==> config.mk <==
export PLATFORM = sky130hd
export DESIGN_NAME = uart_rx_fifo
export DESIGN_NICKNAME = d
export VERILOG_FILES = /design/src/rtl/uart_rx_fifo.sv
export SDC_FILE = /design/constraint.sdc
export NUM_CORES = 1
export LEC_CHECK = 0
export CORE_MARGIN = 3
export CORE_UTILIZATION = 65
export CTS_CLUSTER_DIAMETER = 150
export CTS_CLUSTER_SIZE = 28
export DETAILED_ROUTE_END_ITERATION = 10
export DONT_BUFFER_PORTS = 1
export GPL_ROUTABILITY_DRIVEN = 1
export HOLD_SLACK_MARGIN = 0.06
export PLACE_DENSITY = 0.82
export SYNTH_ARGS = -nofsm -noshare
export SYNTH_HDL_FRONTEND = slang
export SYNTH_SLANG_ARGS = --single-unit
==> constraint.sdc <==
create_clock -name clk -period 8.2 [get_ports clk]
set_input_delay 1.64 -clock clk [delete_from_list [all_inputs] [get_ports clk]]
set_output_delay 1.64 -clock clk [all_outputs]
set_load 0.005 [all_outputs]
==> src/rtl/uart_rx_fifo.sv <==
`default_nettype none
// ============================================================================
// Module      : uart_rx_fifo
// Description : 8N1 UART receiver feeding a receive FIFO, read through a
//               data register (pops) and a status register (clears flags).
// Revision    : 1.0 - initial release
// ============================================================================
module uart_rx_fifo #(
    parameter int CLK_FREQ_HZ = 12000000,
    parameter int BAUD_RATE   = 115200,
    parameter int FIFO_DEPTH  = 16
) (
    input  logic        clk,
    input  logic        reset,
    input  logic        rxd,
    input  logic        rstrb,
    input  logic        sel_dat,
    input  logic        sel_cntl,
    output logic [31:0] rdata,
    output logic        brk
);

    localparam int c_clks_per_bit = CLK_FREQ_HZ / BAUD_RATE;
    localparam int c_cnt_w        = $clog2(c_clks_per_bit);
    localparam int c_ptr_w        = $clog2(FIFO_DEPTH);

    localparam logic [c_cnt_w-1:0] c_half_reload = c_cnt_w'(c_clks_per_bit / 2 - 1);
    localparam logic [c_cnt_w-1:0] c_full_reload = c_cnt_w'(c_clks_per_bit - 1);
    localparam logic [c_cnt_w-1:0] c_cnt_one     = c_cnt_w'(1);
    localparam logic [c_ptr_w:0]   c_depth       = (c_ptr_w + 1)'(FIFO_DEPTH);

    localparam logic [2:0] c_st_idle      = 3'd0;
    localparam logic [2:0] c_st_start     = 3'd1;
    localparam logic [2:0] c_st_data      = 3'd2;
    localparam logic [2:0] c_st_stop      = 3'd3;
    localparam logic [2:0] c_st_wait_idle = 3'd4;

    logic               r_rxd_meta;
    logic               r_rxd_s;
    logic [2:0]         r_state;
    logic [2:0]         w_state_nxt;
    logic [c_cnt_w-1:0] r_cnt;
    logic [c_cnt_w-1:0] w_cnt_nxt;
    logic [2:0]         r_bit;
    logic [2:0]         w_bit_nxt;
    logic [7:0]         r_shift;
    logic [7:0]         w_shift_nxt;
    logic               w_push;
    logic               w_frame_set;

    logic [7:0]         r_mem [FIFO_DEPTH];
    logic [c_ptr_w-1:0] r_wr_ptr;
    logic [c_ptr_w-1:0] r_rd_ptr;
    logic [c_ptr_w:0]   r_count;
    logic               r_overrun;
    logic               r_frame_err;
    logic               r_brk;
    logic               w_empty;
    logic               w_full;
    logic               w_pop;
    logic               w_wr_en;
    logic               w_overrun_set;
    logic               w_clear;

    always_ff @(posedge clk) begin
        if (reset) begin
            r_rxd_meta <= 1'b1;
            r_rxd_s    <= 1'b1;
        end else begin
            r_rxd_meta <= rxd;
            r_rxd_s    <= r_rxd_meta;
        end
    end

    always_ff @(posedge clk) begin
        if (reset) begin
            r_state <= c_st_idle;
            r_cnt   <= '0;
            r_bit   <= '0;
            r_shift <= '0;
        end else begin
            r_state <= w_state_nxt;
            r_cnt   <= w_cnt_nxt;
            r_bit   <= w_bit_nxt;
            r_shift <= w_shift_nxt;
        end
    end

    // The counter reloads on every state entry; a sample is taken when it hits zero.
    always_comb begin
        w_state_nxt = r_state;
        w_cnt_nxt   = r_cnt;
        w_bit_nxt   = r_bit;
        w_shift_nxt = r_shift;
        w_push      = 1'b0;
        w_frame_set = 1'b0;
        case (r_state)
            c_st_idle: begin
                if (!r_rxd_s) begin
                    w_state_nxt = c_st_start;
                    w_cnt_nxt   = c_half_reload;
                end
            end
            c_st_start: begin
                if (r_cnt != '0) begin
                    w_cnt_nxt = r_cnt - c_cnt_one;
                end else if (r_rxd_s) begin
                    w_state_nxt = c_st_idle;
                end else begin
                    w_state_nxt = c_st_data;
                    w_cnt_nxt   = c_full_reload;
                    w_bit_nxt   = 3'd0;
                end
            end
            c_st_data: begin
                if (r_cnt != '0) begin
                    w_cnt_nxt = r_cnt - c_cnt_one;
                end else begin
                    w_shift_nxt = {r_rxd_s, r_shift[7:1]};
                    w_cnt_nxt   = c_full_reload;
                    if (r_bit == 3'd7) begin
                        w_state_nxt = c_st_stop;
                    end else begin
                        w_bit_nxt = r_bit + 3'd1;
                    end
                end
            end
            c_st_stop: begin
                if (r_cnt != '0) begin
                    w_cnt_nxt = r_cnt - c_cnt_one;
                end else if (r_rxd_s) begin
                    w_push      = 1'b1;
                    w_state_nxt = c_st_idle;
                end else begin
                    w_frame_set = 1'b1;
                    w_state_nxt = c_st_wait_idle;
                end
            end
            c_st_wait_idle: begin
                if (r_rxd_s) begin
                    w_state_nxt = c_st_idle;
                end
            end
            default: begin
                w_state_nxt = c_st_idle;
            end
        endcase
    end

    assign w_empty       = (r_count == '0);
    assign w_full        = (r_count == c_depth);
    assign w_pop         = rstrb & sel_dat & ~w_empty;
    assign w_wr_en       = w_push & (~w_full | w_pop);
    assign w_overrun_set = w_push & w_full & ~w_pop;
    assign w_clear       = rstrb & sel_cntl;

    always_ff @(posedge clk) begin
        if (w_wr_en) begin
            r_mem[r_wr_ptr] <= r_shift;
        end
    end

    always_ff @(posedge clk) begin
        if (reset) begin
            r_wr_ptr    <= '0;
            r_rd_ptr    <= '0;
            r_count     <= '0;
            r_overrun   <= 1'b0;
            r_frame_err <= 1'b0;
            r_brk       <= 1'b0;
        end else begin
            if (w_wr_en) begin
                r_wr_ptr <= r_wr_ptr + 1'b1;
            end
            if (w_pop) begin
                r_rd_ptr <= r_rd_ptr + 1'b1;
            end
            if (w_wr_en && !w_pop) begin
                r_count <= r_count + 1'b1;
            end else if (!w_wr_en && w_pop) begin
                r_count <= r_count - 1'b1;
            end
            // A flag being set in the same cycle as a clear stays set.
            if (w_overrun_set) begin
                r_overrun <= 1'b1;
            end else if (w_clear) begin
                r_overrun <= 1'b0;
            end
            if (w_frame_set) begin
                r_frame_err <= 1'b1;
            end else if (w_clear) begin
                r_frame_err <= 1'b0;
            end
            r_brk <= w_push && (r_shift == 8'h03);
        end
    end

    assign brk = r_brk;

    always_comb begin
        rdata = 32'h0;
        if (sel_dat) begin
            if (!w_empty) begin
                rdata = {24'h0, r_mem[r_rd_ptr]};
            end
        end else if (sel_cntl) begin
            rdata = {16'h0, 8'(r_count), 5'b0, r_frame_err, r_overrun, ~w_empty};
        end
    end

endmodule
`default_nettype wire
=== Word-level counts from Yosys, hierarchy flattened ===
Memory sizes are Yosys's and may differ from the RTL's. A register that Yosys moved wholly into a read port is not among the register bits.
Cells that the tools add are included.

* Add/sub/neg operators: 6
* Multiply operators: 0
* Div/mod/pow operators: 0
* Order comparisons: 0
* Eq/ne operators: 17
* Shifts and indexed selects: 0
* Multiplexer cells: 38
* Bitwise operators: 11
* Reductions and logical operators: 17

{| class="wikitable"
|+ Operator list
! operator !! count
|-
| two-way mux 7 bit || 5
|-
| two-way mux 3 bit || 11
|-
| two-way mux 32 bit || 1
|-
| case mux 7 bit (4 select lines) || 1
|-
| != test 2 bit, second input constant || 9
|-
| case mux 3 bit (5 select lines) || 1
|-
| two-way mux 13 bit || 1
|-
| two-way mux 1 bit || 11
|-
| two-way mux 5 bit || 2
|-
| adder 4 x 1 -> 4 bit, second input constant || 2
|-
| == test 8 x 2 -> 1 bit, second input constant || 1
|-
| two-way mux 4 bit || 2
|-
| two-way mux 8 bit || 1
|-
| nonzero test 2 bit || 4
|-
| nonzero test 7 bit || 1
|-
| subtractor 7 x 1 -> 7 bit, second input constant || 1
|-
| bitwise AND 1 bit || 6
|-
| == test 3 x 2 -> 1 bit, second input constant || 2
|-
| == test 3 bit, second input constant || 2
|-
| case mux 3 bit (2 select lines) || 1
|-
| AND reduction 6 bit || 1
|-
| adder 5 x 1 -> 5 bit, second input constant || 1
|-
| == test 5 bit, second input constant || 1
|-
| zero test 5 bit || 1
|-
| other kinds (14) || 20
|}

* Register bits after elaboration: 39
* Latch bits: 0
* Bits in writable memories: 128
* Bits in read-only memories: 0
* Input port bits: 6
* Output and inout bits: 33
* Logic and storage cells: 102
* Memories: 1

{| class="wikitable"
|+ Memory list
! name !! depth !! width !! read ports !! clocked after Yosys merged registers in !! write ports !! line !! source
|-
| r_mem || 16 || 8 || 1 || 1 || 1 || 51 || <nowiki>logic [7:0] r_mem [FIFO_DEPTH];</nowiki>
|}

=== Depth between registers and ports, before layout ===
* Depth in word-level cells: 9
* Gate-level depth with buffers: 14
* Depth with buffers taken out: 13

=== Worst setup path after synthesis ===
OpenSTA, ideal clock, no wires.

* Path type: input-to-output
* Start point: input port sel_dat
* End point: output port rdata[0]
* Data arrival time: 2.209 ns
* Data required time: 6.560 ns
* Path slack: 4.351 ns
* Cell stages on the path: 4
* Buffers on the path: 0
* Cells stage by stage: o21ai_1 -> a311oi_1 -> nand3_1 -> o311ai_0

* Word-level cells in the longest chain between the ends: 1

{| class="wikitable"
|+ Ends and longest elaborated chain
! what !! line !! source
|-
| start: declaration || 17 || <nowiki>input logic sel_dat,</nowiki>
|-
| two-way mux 32 bit || 202 || <nowiki>if (sel_dat) begin</nowiki>
|-
| end: declaration || 19 || <nowiki>output logic [31:0] rdata,</nowiki>
|}

No other way between the ends.

==> impl_metrics.py <==
metrics = {
    "cts": {
        "cts_tree": "yes",
        "clockBufferDepth": 2,
        "numCtsBuffers": 17,
        "clk_pin_slew_ns": 0.06,
        "postCtsResizedCells": 0,
        "clk_latency_ns": 0.53,
        "cts_root_buf": "clkbuf_8",
        "clock-sinks": 171,
        "hold_buffers": 0,
        "htreeDepth": 4,
        "post_cts_buffers": 0,
    },
    "place": {
        "dp_cells": 614,
        "gp_congestion": 0.777,
        "post-dp-hpwl_um": 9110,
        "place_worst_setup_slack_ns": 3.99,
        "port-buffer-count": 0,
    },
    "synthesis": {
        "netlist.area_leader.share": 0.535,
        "synth_warnings": 0,
        "synth_cell_type_count": 54,
        "synth_seq_area_share": 0.655,
        "avgSynthCellArea_sq_um": 14.6,
        "async_flop_share": 0,
        "synth_top_area_cell": "edfxtp_1",
        "synth.area.top_cells": "edfxtp_1, dfxtp_1, mux4_2",
        "postSynthCellCount": 492,
        "synth_edf_count": 128,
        "ys.flop_type": "edfxtp_1",
        "syn_area_sq_um": 7180,
        "ys_seq_elements": 171,
    },
    "routing": {
        "ant_nets": 0,
        "firstDrtPassIters": 5,
        "drtIter0Drc": 500,
        "wl_per_cell_um": 23.2,
        "routed_wl_um": 15000,
        "drc": 0,
        "viasPerCell": 6.42,
        "vias": 4146,
    },
    "sta": {
        "slew_violations": 0,
        "finalSetupTns_ns": 0,
        "slew_headroom": 0.277,
        "final.setup.worst_slack_ns": 3.87,
        "skew_ns": 0.00689,
        "finalSetupViolCount": 0,
        "hold_violations": 0,
        "tightestPinTransition_ns": 1.08,
        "rsz0062_at_grt": "false",
        "fmax_mhz": 231,
        "fin_crit_ns": 4.33,
        "period_share": 0.528,
    },
    "floorplan": {
        "die_w_um": 111,
        "die-area_sq_um": 12300,
        "row_count": 37,
        "core-area_sq_um": 10500,
        "die_y_um": 111,
        "ioPinCount": 39,
        "start_util": 0.683,
    },
    "worst_setup_path": {
        "crit_path_start_kind": "flip-flop",
        "worstReg2RegStart": "r_cnt[3]$_SDFFE_PP0P_",
        "crit_path_max_fanout": 24,
        "crit_arrival_ns": 2.69,
        "rr_worst_depth": 10,
        "required_ns": 6.56,
        "reg2reg_slack_ns": 4.37,
        "rr_endpoint": "r_count[4]$_SDFFE_PP0P_",
        "path_class": "reg -> out",
        "end_kind": "output pin",
    },
    "pwr": {
        "p_leak_nw": 2.71,
        "p_int_mw": 1.60,
        "swShare": 0.242,
        "p_seq_frac": 0.455,
        "combPwrFrac": 0.143,
        "p_sw_uw": 509,
        "power_density_nw_per_um2": 268,
        "max-vdd-ir-drop_mv": 0.188,
        "pwr-share-clk": 0.402,
    },
    "cells_and_area": {
        "nNetsFinal": 517,
        "syn_to_final_growth_pct": 9.48,
        "drive_above_1_share": 0.149,
        "diodes": 0,
        "stdcell_count": 646,
    },
    "min_path": {
        "hp-class": "reg -> reg",
        "hold_path_end": "r_rxd_s$_SDFF_PP1_",
        "min-delay-start": "r_rxd_meta$_SDFF_PP1_",
        "holdPathStages": 1,
    },
    "global_routing": {
        "grt_max_degree": 42,
        "overflow": 0,
        "grt_pass1_vias": 4148,
        "gr-usage-all-layers": 0.257,
        "antenna_found_initial": 0,
        "grt_pass1_wl_um": 23600,
    },
    "status": {
        "status": "complete, no violations",
    },
    "flow_run": {
        "max-cap-violations": 0,
    },
}
-- metal layers --
layer  GRT usage  routed length [um]  part of all wire
met4      0.0965                 410             0.027
met2       0.419                7520              0.50
met3      0.0606                1160             0.078
met5           0                   0                 0
met1       0.340                5900              0.39
-- state kept, by name, indices dropped and copies added, names as in the netlist, named ones only --
name         flops
brk              1
r_bit            3
r_cnt            7
r_count          5
r_frame_err      1
r_mem          128
r_overrun        1
r_rd_ptr         4
r_rxd_meta       1
r_rxd_s          1
r_shift          8
r_state          3
r_wr_ptr         4
-- final cells by class --
class	instances	area, sq um
sequential	171	4700
inverter	14	52.6
timing repair buffer	6	45.0
clock inverter	15	220
fill	562	2650
multi-input combinational	287	2250
tap	136	170
clock buffer	17	414
-- cells in the mapped netlist, types with 3 or more instances --
library cell,count
a211oi_1,5
clkbuf_1,8
mux2i_1,16
nor2b_1,7
a21oi_1,15
o21ai_0,8
o21a_1,3
dfxtp_1,43
nand3_1,7
buf_2,6
xnor2_1,3
nand2_1,21
inv_1,14
a21o_1,3
nor2_1,58
o22ai_1,5
nor4_1,8
nand2b_1,7
xor2_1,5
edfxtp_1,128
nor3_1,14
mux4_2,32
buf_4,21
and2_1,5
ha_1,13
-- worst max-delay path by stage --
| stage | to | cells past startpoint | startpoint |
|---|---|---|---|
| 2_1_floorplan | rdata[0] | 4 | sel_dat |
| 3_3_place_gp | rdata[0] | 2 | sel_dat |
| 3_5_place_dp | r_count[4]$_SDFFE_PP0P_ | 9 | rstrb |
| 4_1_cts | rdata[2] | 4 | flip-flop |
| 5_1_grt | rdata[0] | 5 | r_count[0]$_SDFFE_PP0P_ |
| 6_report | rdata[2] | 4 | flip-flop |
-- cell usage in the layout, fill, tap and decap left out, types with 2 or more instances in the layout --
cell	count
a211oi_1	5
a21o_1	3
a21oi_1	15
a22oi_1	2
a2bb2oi_1	2
a31oi_1	2
and2_1	5
and3_1	2
buf_4	6
bufinv_16	5
clkbuf_16	16
clkinv_2	3
clkinv_4	2
clkinvlp_4	2
conb_1	19
dfxtp_1	43
edfxtp_1	128
ha_1	13
inv_1	14
inv_6	2
mux2i_1	16
mux4_2	32
nand2_1	21
nand2b_1	7
nand3_1	7
nor2_1	58
nor2b_1	7
nor3_1	14
nor4_1	8
o21a_1	3
o21ai_0	8
o21ai_1	2
o22ai_1	5
or2_2	2
or3_1	2
xnor2_1	3
xor2_1	5
-- metrics by stage --
step	hold WS, ns	total power, mW	utilization	cell area (sq um)
after floorplan	0.389	1.22	-	7250
after global placement	0.391	1.25	0.687	7220
after detailed placement	0.401	1.27	0.687	7220
after CTS	0.426	2.12	0.748	7860
after global routing	0.444	2.18	0.748	7860
final	0.425	2.11	0.748	7860
-- cells by family (layout without fill, tap and decap cells) --
family	Yosys count	count (layout)	synth area share
flops	171	171	0.655
simple gates	141	141	0.0938
compound gates	56	56	0.0506
buf+inv	52	52	0.0403
mux	49	49	0.124
fa+ha+maj	14	14	0.0254
xor+xnor	8	8	0.00976
other cells	1	19	0.000522
-- power by group through the flow --
stage               combinational, mW  sequential (mW)  clock (mW)
floorplan                       0.247            0.968           0
global placement                0.279            0.974           0
detailed placement              0.291            0.976           0
CTS                             0.302            0.957       0.856
global route                    0.330            0.961       0.893
finish                          0.301            0.958       0.847
-- worst max-delay path, stage by stage (launching register included) --
cell	delay (ns)
dfxtp_1	1.04
mux4_2	0.45
mux4_2	0.51
inv_1	0.07
o21ai_0	0.09
Note: power is estimated with default switching activity, not from simulation.
